File: config.mk
export PLATFORM = sky130hd
export DESIGN_NAME = ts_resp_arb
export DESIGN_NICKNAME = d
export VERILOG_FILES = /design/src/rtl/ts_chs_pkg.sv /design/src/rtl/ts_resp_fifo.sv /design/src/rtl/ts_resp_arb.sv
export SDC_FILE = /design/constraint.sdc
export NUM_CORES = 2
export LEC_CHECK = 0
export CAP_MARGIN = 5
export CORE_MARGIN = 4
export CORE_UTILIZATION = 44
export CTS_CLUSTER_SIZE = 16
export DETAILED_ROUTE_END_ITERATION = 10
export DONT_BUFFER_PORTS = 1
export PLACE_DENSITY = 0.64
export SLEW_MARGIN = 20
export SYNTH_ARGS = -nofsm -noshare
export SYNTH_HDL_FRONTEND = slang
export SYNTH_HIERARCHICAL = 1
export SYNTH_SLANG_ARGS = --single-unit
File: constraint.sdc
create_clock -name i_ts_req_clk -period 14.87 [get_ports i_ts_req_clk]
set_input_delay 2.974 -clock i_ts_req_clk [delete_from_list [all_inputs] [get_ports i_ts_req_clk]]
set_output_delay 2.974 -clock i_ts_req_clk [all_outputs]
set_load 0.02 [all_outputs]
File: src/rtl/ts_chs_pkg.sv
// ts_chs_pkg: shared default widths and the completion record carried through the arbiter.
package ts_chs_pkg;
    localparam int TS_NUM_PORTS = 8;
    localparam int TS_ID_WIDTH = 20;
    localparam int TS_DATA_WIDTH = 96;
    localparam int TS_DEPTH = 4;
    localparam int TS_DROP_CNTR_WIDTH = 16;
    typedef struct packed {
        logic [TS_ID_WIDTH-1:0]   fp;
        logic [TS_DATA_WIDTH-1:0] data;
    } ts_resp_t;
endpackage

File: src/rtl/ts_resp_fifo.sv
// ts_resp_fifo: single-clock FIFO; a push on full is accepted when the same cycle pops.
module ts_resp_fifo
    import ts_chs_pkg::*;
#(
    parameter int WIDTH = TS_ID_WIDTH + TS_DATA_WIDTH,
    parameter int DEPTH = TS_DEPTH
) (
    input  logic             clk,
    input  logic             rst,
    input  logic             i_push,
    input  logic             i_pop,
    input  logic [WIDTH-1:0] i_wdata,
    output logic [WIDTH-1:0] o_rdata,
    output logic             o_full,
    output logic             o_empty
);
    localparam int AW = $clog2(DEPTH);
    logic [AW:0] wr_q, wr_d, rd_q, rd_d;
    logic [WIDTH-1:0] mem_q [DEPTH];
    logic [WIDTH-1:0] mem_d [DEPTH];
    logic do_push, do_pop;
    assign o_empty = wr_q == rd_q;
    assign o_full = (wr_q[AW] != rd_q[AW]) && (wr_q[AW-1:0] == rd_q[AW-1:0]);
    assign o_rdata = mem_q[rd_q[AW-1:0]];
    always_comb begin
        do_pop = i_pop && !o_empty;
        do_push = i_push && (!o_full || do_pop);
        mem_d = mem_q;
        if (do_push) mem_d[wr_q[AW-1:0]] = i_wdata;
        wr_d = wr_q + (AW+1)'(do_push);
        rd_d = rd_q + (AW+1)'(do_pop);
    end
    always_ff @(posedge clk) begin
        mem_q <= mem_d;
        if (rst) begin
            wr_q <= '0;
            rd_q <= '0;
        end else begin
            wr_q <= wr_d;
            rd_q <= rd_d;
        end
    end
endmodule

File: src/rtl/ts_resp_arb.sv
// ts_resp_arb: merges per-port timestamp completions through per-port FIFOs into one
// registered output stream using round-robin arbitration, with per-port drop statistics.
module ts_resp_arb
    import ts_chs_pkg::*;
#(
    parameter int NUM_PORTS = TS_NUM_PORTS,
    parameter int ID_WIDTH = TS_ID_WIDTH,
    parameter int DATA_WIDTH = TS_DATA_WIDTH,
    parameter int DEPTH = TS_DEPTH,
    parameter int DROP_CNTR_WIDTH = TS_DROP_CNTR_WIDTH,
    localparam int CHANNEL_WIDTH = (NUM_PORTS > 1) ? $clog2(NUM_PORTS) : 1
) (
    input  logic                                 i_ts_req_clk,
    input  logic                                 i_ts_req_rst,
    input  logic [NUM_PORTS-1:0]                 i_ts_valid,
    input  logic [NUM_PORTS*ID_WIDTH-1:0]        i_ts_fp,
    input  logic [NUM_PORTS*DATA_WIDTH-1:0]      i_ts_data,
    output logic                                 o_valid,
    input  logic                                 i_ready,
    output logic [CHANNEL_WIDTH-1:0]             o_channel,
    output logic [ID_WIDTH-1:0]                  o_fp,
    output logic [DATA_WIDTH-1:0]                o_data,
    input  logic                                 i_clr_stats,
    output logic [NUM_PORTS-1:0]                 o_overflow,
    output logic [NUM_PORTS*DROP_CNTR_WIDTH-1:0] o_drop_cnt
);
    localparam int RW = ID_WIDTH + DATA_WIDTH;
    localparam int DC = DROP_CNTR_WIDTH;
    logic [NUM_PORTS-1:0] full, empty, pop, req, mask_hi, drop;
    logic [RW-1:0] rdata [NUM_PORTS];
    logic [2*NUM_PORTS-1:0] dbl;
    logic [CHANNEL_WIDTH-1:0] gnt, last_q, last_d, ch_q, ch_d;
    logic grant, ld, valid_q, valid_d;
    logic [ID_WIDTH-1:0] fp_q, fp_d;
    logic [DATA_WIDTH-1:0] data_q, data_d;
    logic [NUM_PORTS-1:0] ovf_q, ovf_d;
    logic [NUM_PORTS*DC-1:0] cnt_q, cnt_d;

    for (genvar p = 0; p < NUM_PORTS; p++) begin : g_port
        ts_resp_fifo #(.WIDTH(RW), .DEPTH(DEPTH)) u_fifo (
            .clk     (i_ts_req_clk),
            .rst     (i_ts_req_rst),
            .i_push  (i_ts_valid[p]),
            .i_pop   (pop[p]),
            .i_wdata ({i_ts_fp[p*ID_WIDTH +: ID_WIDTH], i_ts_data[p*DATA_WIDTH +: DATA_WIDTH]}),
            .o_rdata (rdata[p]),
            .o_full  (full[p]),
            .o_empty (empty[p])
        );
        assign drop[p] = i_ts_valid[p] && full[p] && !pop[p];
    end

    // Upper copy holds all requests, lower copy only those above last_grant; the lowest set bit wins.
    always_comb begin
        req = ~empty;
        ld = !valid_q || i_ready;
        grant = ld && (|req);
        for (int p = 0; p < NUM_PORTS; p++) mask_hi[p] = p > int'(last_q);
        dbl = {req, req & mask_hi};
        gnt = '0;
        for (int i = 2*NUM_PORTS-1; i >= 0; i--)
            if (dbl[i]) gnt = CHANNEL_WIDTH'(i >= NUM_PORTS ? i - NUM_PORTS : i);
        pop = grant ? NUM_PORTS'(1) << gnt : '0;
        last_d = grant ? gnt : last_q;
        valid_d = ld ? grant : valid_q;
        ch_d = grant ? gnt : ch_q;
        {fp_d, data_d} = grant ? rdata[gnt] : {fp_q, data_q};
        for (int p = 0; p < NUM_PORTS; p++) begin
            ovf_d[p] = !i_clr_stats && (ovf_q[p] || drop[p]);
            cnt_d[p*DC +: DC] = i_clr_stats ? '0 :
                cnt_q[p*DC +: DC] + DC'(drop[p] && !(&cnt_q[p*DC +: DC]));
        end
    end

    always_ff @(posedge i_ts_req_clk) begin
        if (i_ts_req_rst) begin
            valid_q <= 1'b0;
            ch_q <= '0;
            fp_q <= '0;
            data_q <= '0;
            last_q <= CHANNEL_WIDTH'(NUM_PORTS-1);
            ovf_q <= '0;
            cnt_q <= '0;
        end else begin
            valid_q <= valid_d;
            ch_q <= ch_d;
            fp_q <= fp_d;
            data_q <= data_d;
            last_q <= last_d;
            ovf_q <= ovf_d;
            cnt_q <= cnt_d;
        end
    end

    assign o_valid = valid_q;
    assign o_channel = ch_q;
    assign o_fp = fp_q;
    assign o_data = data_q;
    assign o_overflow = ovf_q;
    assign o_drop_cnt = cnt_q;
endmodule

## After elaboration in Yosys (flattened, before gate mapping)

Index checks and enable logic that the tools add are counted.

| operators by class | value |
|---|---|
| add/sub/neg operators | 24 |
| order comparisons | 32 |
| equal/unequal tests | 24 |
| shift-type cells | 1 |
| mux-type cells | 68 |
| bitwise operators | 19 |
| reduce and logical (&&, ||, !) cells | 126 |

Operator list:

| cell | count |
|---|---|
| bitwise mux 464 bit | 8 |
| 2-to-1 mux 116 bit | 26 |
| binary-select mux 116 bit (select 2 bit) | 8 |
| demux 116 bit (select 2 bit) | 8 |
| binary-select mux 116 bit (select 3 bit) | 1 |
| adder 16 x 1 -> 16 bit | 8 |
| AND reduction 16 bit | 8 |
| logical AND 1 bit | 65 |
| adder 3 x 1 -> 3 bit | 16 |
| >= comparator 3 bit (second input constant) | 16 |
| 2-to-1 mux 3 bit | 16 |
| NOT 2 -> 3 bit | 16 |
| zero test 1 bit | 34 |
| == test 3 bit | 8 |
| less-than comparator 3 x 1 -> 1 bit (second input constant) | 8 |
| logical OR 1 bit | 17 |
| == test 2 bit | 8 |
| greater-than comparator 3 bit (first input constant) | 4 |
| bitwise AND 8 bit | 1 |
| 2-to-1 mux 8 bit | 1 |
| != test 1 bit | 8 |
| NOT 8 bit | 1 |
| OR reduction 8 bit | 1 |
| left shift 1 x 3 -> 8 bit (first input constant) | 1 |
| other kinds (5) | 6 |

| storage, ports and cells | value |
|---|---|
| register bits after elaboration | 4019 |
| logic and storage cells | 349 |

## Logic depth before layout (Yosys ltp)

| logic depth | value |
|---|---|
| depth in word-level cells | 24 |
| depth in mapped cells | 19 |
| mapped depth without buffers | 16 |

## Hierarchy

Netlist, hierarchy kept.

By module, submodules not included:

| module | times used | cells an instance | area each (µm²) | seq. area each (µm²) |
|---|---|---|---|---|
| ts_resp_fifo | 8 | 637 | 17032.6 | 14053.5 |
| ts_resp_arb | 1 | 2085 | 17744.5 | 5185.0 |

## Worst setup path before layout

No wires, ideal clock.

| timing path | value |
|---|---|
| kind | input to register |
| from | input i_ready |
| to | register g_port[5].u_fifo/mem_q[116] in the netlist's numbering, enable pin |
| data arrival time | 12.870 ns |
| path slack | 1.243 ns |
| cell stages on the path | 9 |
| cells stage by stage | nand2b_1 o31ai_4 a311o_1 buf_4 a21oi_2 buf_2 buf_4 o41ai_4 nor3b_1 |

| between the ends | value |
|---|---|
| word-level cells in the longest chain between the ends | 6 |

RTL lines:

| element | RTL line | RTL |
|---|---|---|
| start, declared | ts_resp_arb.sv:19 | `input logic i_ready,` |
| logical OR 1 bit | ts_resp_arb.sv:56 | `ld = !valid_q \|\| i_ready;` |
| logical AND 1 bit | ts_resp_arb.sv:57 | `grant = ld && (\|req);` |
| 2-to-1 mux 8 bit | ts_resp_arb.sv:63 | `pop = grant ? NUM_PORTS'(1) << gnt : '0;` |
| net pop[5] | ts_resp_arb.sv:29 | `logic [NUM_PORTS-1:0] full, empty, pop, req, mask_hi, drop;` |
| logical AND 1 bit | ts_resp_fifo.sv:26 | `do_pop = i_pop && !o_empty;` |
| logical OR 1 bit | ts_resp_fifo.sv:27 | `do_push = i_push && (!o_full \|\| do_pop);` |
| logical AND 1 bit | ts_resp_fifo.sv:27 |  |
| end signal, assigned | ts_resp_fifo.sv:34 | `mem_q <= mem_d;` |
| end, declared | ts_resp_fifo.sv:19 | `logic [WIDTH-1:0] mem_q [DEPTH];` |

The timed path passes the listed nets, and every way through them passes these cells.
A chain may end at the register's enable or synchronous reset.

## Worst setup path in the final report

| timing path | value |
|---|---|
| from | register g_port[2].u_fifo.rd_q[0] |
| to | register g_port[6].u_fifo/mem_q[371] in the netlist's numbering, enable pin |

| between the ends | value |
|---|---|
| word-level cells in the longest chain between the ends | 18 |
| elaborated cells between the ends (all ways) | 21 |
| those cells by class | eq/ne (1); shift (1); mux (12); bitwise (2); reduce/logical (5) |

RTL lines:

| element | RTL line | RTL |
|---|---|---|
| start, declared | ts_resp_fifo.sv:18 | `logic [AW:0] wr_q, wr_d, rd_q, rd_d;` |
| start signal, assigned | ts_resp_fifo.sv:40 | `rd_q <= rd_d;` |
| == test 3 bit * | ts_resp_fifo.sv:22 | `assign o_empty = wr_q == rd_q;` |
| net empty[2] | ts_resp_arb.sv:29 |  |
| NOT 8 bit * | ts_resp_arb.sv:55 | `req = ~empty;` |
| 2-to-1 mux 3 bit (11 in series) | ts_resp_arb.sv:62 | `if (dbl[i]) gnt = CHANNEL_WIDTH'(i >= NUM_PORTS ? i - NUM_PORTS : i);` |
| left shift 1 x 3 -> 8 bit | ts_resp_arb.sv:63 |  |
| 2-to-1 mux 8 bit * | ts_resp_arb.sv:63 |  |
| net pop[6] | ts_resp_arb.sv:29 |  |
| logical AND 1 bit * | ts_resp_fifo.sv:26 |  |
| logical OR 1 bit * | ts_resp_fifo.sv:27 |  |
| logical AND 1 bit * | ts_resp_fifo.sv:27 |  |
| end signal, assigned | ts_resp_fifo.sv:34 |  |
| end, declared | ts_resp_fifo.sv:19 |  |

Mark *: on every way through the listed nets, which the timed path passes. The rest lies on a longest branch.

==> reports/metrics.cfg <==
[clock_network]
cts_tree = done
ctsHoldBuffers = 0
clock_sinks = 4019
postCtsSetupBuffers = 0
clk_latency_ps = 970
cts.repair.resized = 0
ctsLongestPathBuffers = 4
cts_buffers = 412
htree_levels = 5
clk_pin_slew_ps = 60
cts_root_buf = clkbuf_16

[synth]
synth_top_area_cell = edfxtp_1
yosysSeqAreaShare_pct = 76.4
syn_nets = 8173
ys_types = 76
synth-async-reset-ratio_pct = 0
synth_warnings = 6
synth_edf_count = 3712
syn_inst = 7181
synth_top_area_share_pct = 72.4
netlist_area_um2 = 154000
yosysMostFrequentCell = edfxtp_1
ys_seq_elements = 4019
ys.flop_type = edfxtp_1
syn_avg_cell_area_um2 = 21.4
synth_common_cells = edfxtp_1, mux4_2, dfxtp_1, nand3_1, clkbuf_1
synth_area_leaders = edfxtp_1, mux4_2, dfxtp_1, nand3_1, mux2i_1

[timing]
finalSetupTns_ps = 0
rsz0062_at_grt = false
slew_violations = 0
hold_viol_final = 0
clock_skew_ps = 81.0
slew_headroom_pct = 10.5
finalSetupViolations = 0
timing.fmax_mhz = 139
min_period_ps = 7200
finalCritPeriodShare_pct = 48.4
worst_pin_slew_ps = 1340

[grt]
grt_pass1_wl_um = 658000
grt_max_degree = 163
grt_pass1_vias = 76226
grtUsageTotal_pct = 26.9
grt_overflow = 0
antenna_found_initial = 102

[power_and_ir_drop]
leakage_nw = 53.1
power.switching_w = 0.0112
pwr-share-comb_pct = 27.2
p_int_w = 0.0217
power_switching_share_pct = 34.1
clockPowerShare_pct = 31.3
ir_drop_v = 0.000320
power_density_nw_per_um2 = 190
pwr-share-seq_pct = 41.5

[setup_path]
cp.arrival_ps = 7720
regToRegSetupSlack_ps = 7670
critPathKind = flop to flop
ff2ff_path_depth = 13
r2r-start = g_port[2].u_fifo/rd_q[0]
r2r-end = g_port[6].u_fifo/mem_q[371]
cp-start-kind = flop
endpoint_kind = flop
critical_path.startpoint = g_port[2].u_fifo/rd_q[0]
crit_required_ps = 15380
endpoint = g_port[6].u_fifo/mem_q[371]
worstPathMaxFanout = 57

[placed_design]
io_buffers = 0
post_dp_cell_area_um2 = 159000
gp_congestion = 0.894
dp_hpwl_um = 342000

[routing]
via_per_inst = 6.19
drtAntennaViolNets = 0
drc = 3
dr_total_vias = 77870
wirelength_um = 495000
initialDrtViolationCount = 9879
wl_per_cell_um = 39.3
firstDrtPassIters = 10

[die]
core_um2 = 347000
die_h_um = 600
fp.dieW_um = 600
dieArea_um2 = 360000
placementRows = 216
ios = 1196
start_util_pct = 44.3

[run_status]
violations = DRC
status = finished, violations left

[cells_and_area]
drive_above_1_share_pct = 24.9
area_delta_synth_final_pct = 12.8
final_area_um2 = 174000
fillers = 27313
fin_nets = 8329

[worst_hold_path]
hold_path.class = flop to flop

[job]
maxCapViolations = 0

==> worst max-delay path, stage by stage (launching register included) <==
cell	delay, ps
dfxtp_4	950
xor2_1	410
nor3b_2	190
a211oi_1	580
nor4_4	100
buf_4	360
nor2_1	450
nand2_8	350
nor3_1	300
buf_4	200
o41ai_4	150
nor3_2	810
buf_4	790
buf_4	830
==> sequential cells by signal (all words and copies together), names as in the netlist <==
name                 flops
o_drop_cnt             128
o_valid                  1
o_fp                    20
last_q                   3
g_port.u_fifo/mem_q   3712
o_overflow               8
o_channel                3
o_data                  96
g_port.u_fifo/rd_q      24
g_port.u_fifo/wr_q      24
==> through the flow <==
step | utilization (%) | instances | worst slack (ps) | hold WS, ps | power (W)
floorplan | - | 7181 | 1240 | 503 | 0.0186
global placement | 45.8 | 11496 | 6640 | 519 | 0.0227
detailed placement | 45.9 | 11499 | 6790 | 526 | 0.0227
CTS | 49.8 | 12260 | 7600 | 547 | 0.0330
global route | 50.0 | 12523 | 7220 | 567 | 0.0339
finish | 50.0 | 12572 | 7670 | 544 | 0.0330
==> worst min-delay path by stage <==
stage	slack, ps	depth (start not counted)	endpoint	from
4_1_cts	550	2	g_port[2].u_fifo/wr_q[2]	g_port[2].u_fifo/wr_q[2]
6_report	540	2	g_port[2].u_fifo/wr_q[2]	g_port[2].u_fifo/wr_q[2]
5_1_grt	570	2	g_port[6].u_fifo/wr_q[2]	g_port[6].u_fifo/wr_q[2]
3_3_place_gp	520	2	g_port[3].u_fifo/wr_q[2]	g_port[3].u_fifo/wr_q[2]
2_1_floorplan	500	2	g_port[0].u_fifo/wr_q[2]	g_port[0].u_fifo/wr_q[2]
3_5_place_dp	530	2	g_port[2].u_fifo/wr_q[2]	g_port[2].u_fifo/wr_q[2]
==> per-layer routing <==
metal | wire length (um) | track usage [%]
met3 | 63800 | 11.5
met5 | 126 | 0
met2 | 230000 | 41.5
met4 | 31700 | 15.4
met1 | 169000 | 31.7
==> cell usage in the layout, fill, tap and decap left out, types with 60 or more instances in the layout <==
cell type,count
a211oi_1,63
a22oi_1,103
buf_4,138
clkbuf_1,96
clkbuf_16,413
clkinv_2,78
dfxtp_1,291
diode_2,310
edfxtp_1,3712
mux2_2,72
mux2i_1,84
mux4_2,928
nand2_1,107
nand3_1,183
nor2_1,132
nor2b_1,62
o211ai_1,60
o21ai_0,158
xor2_1,94
==> power groups by stage <==
stage	sequential [W]	combinational, W	clock [W]
floorplan	0.0137	0.00489	0
global placement	0.0139	0.00876	0
detailed placement	0.0139	0.00881	0
CTS	0.0137	0.00885	0.0105
global route	0.0137	0.00919	0.0110
finish	0.0137	0.00895	0.0103
==> cell families (layout without fill, tap and decap cells) <==
kind of cell	after synthesis	in the layout	synth area share (%)
buffers and inverters	437	940	1.53
AO/OA/AOI/OAI	739	739	3.78
AND/OR/NAND/NOR	692	692	2.32
adder cells (fa/ha/maj)	53	53	0.430
flip-flops	4019	4019	76.4
other	0	310	0
XOR/XNOR	135	135	0.768
multiplexers	1106	1106	14.8
==> area by class of cell <==
type	instances	area [um^2]	share of cell area [%]
diodes	310	776	0.447
clock buffers	545	11200	6.44
clock inverters	216	2390	1.37
inverters	20	76.3	0.0439
multi-input cells	2725	34500	19.8
flip-flops and latches	4019	118000	67.7
well taps	4578	5730	3.30
repair buffers	159	1420	0.815
(Power assumes the default switching activity.)
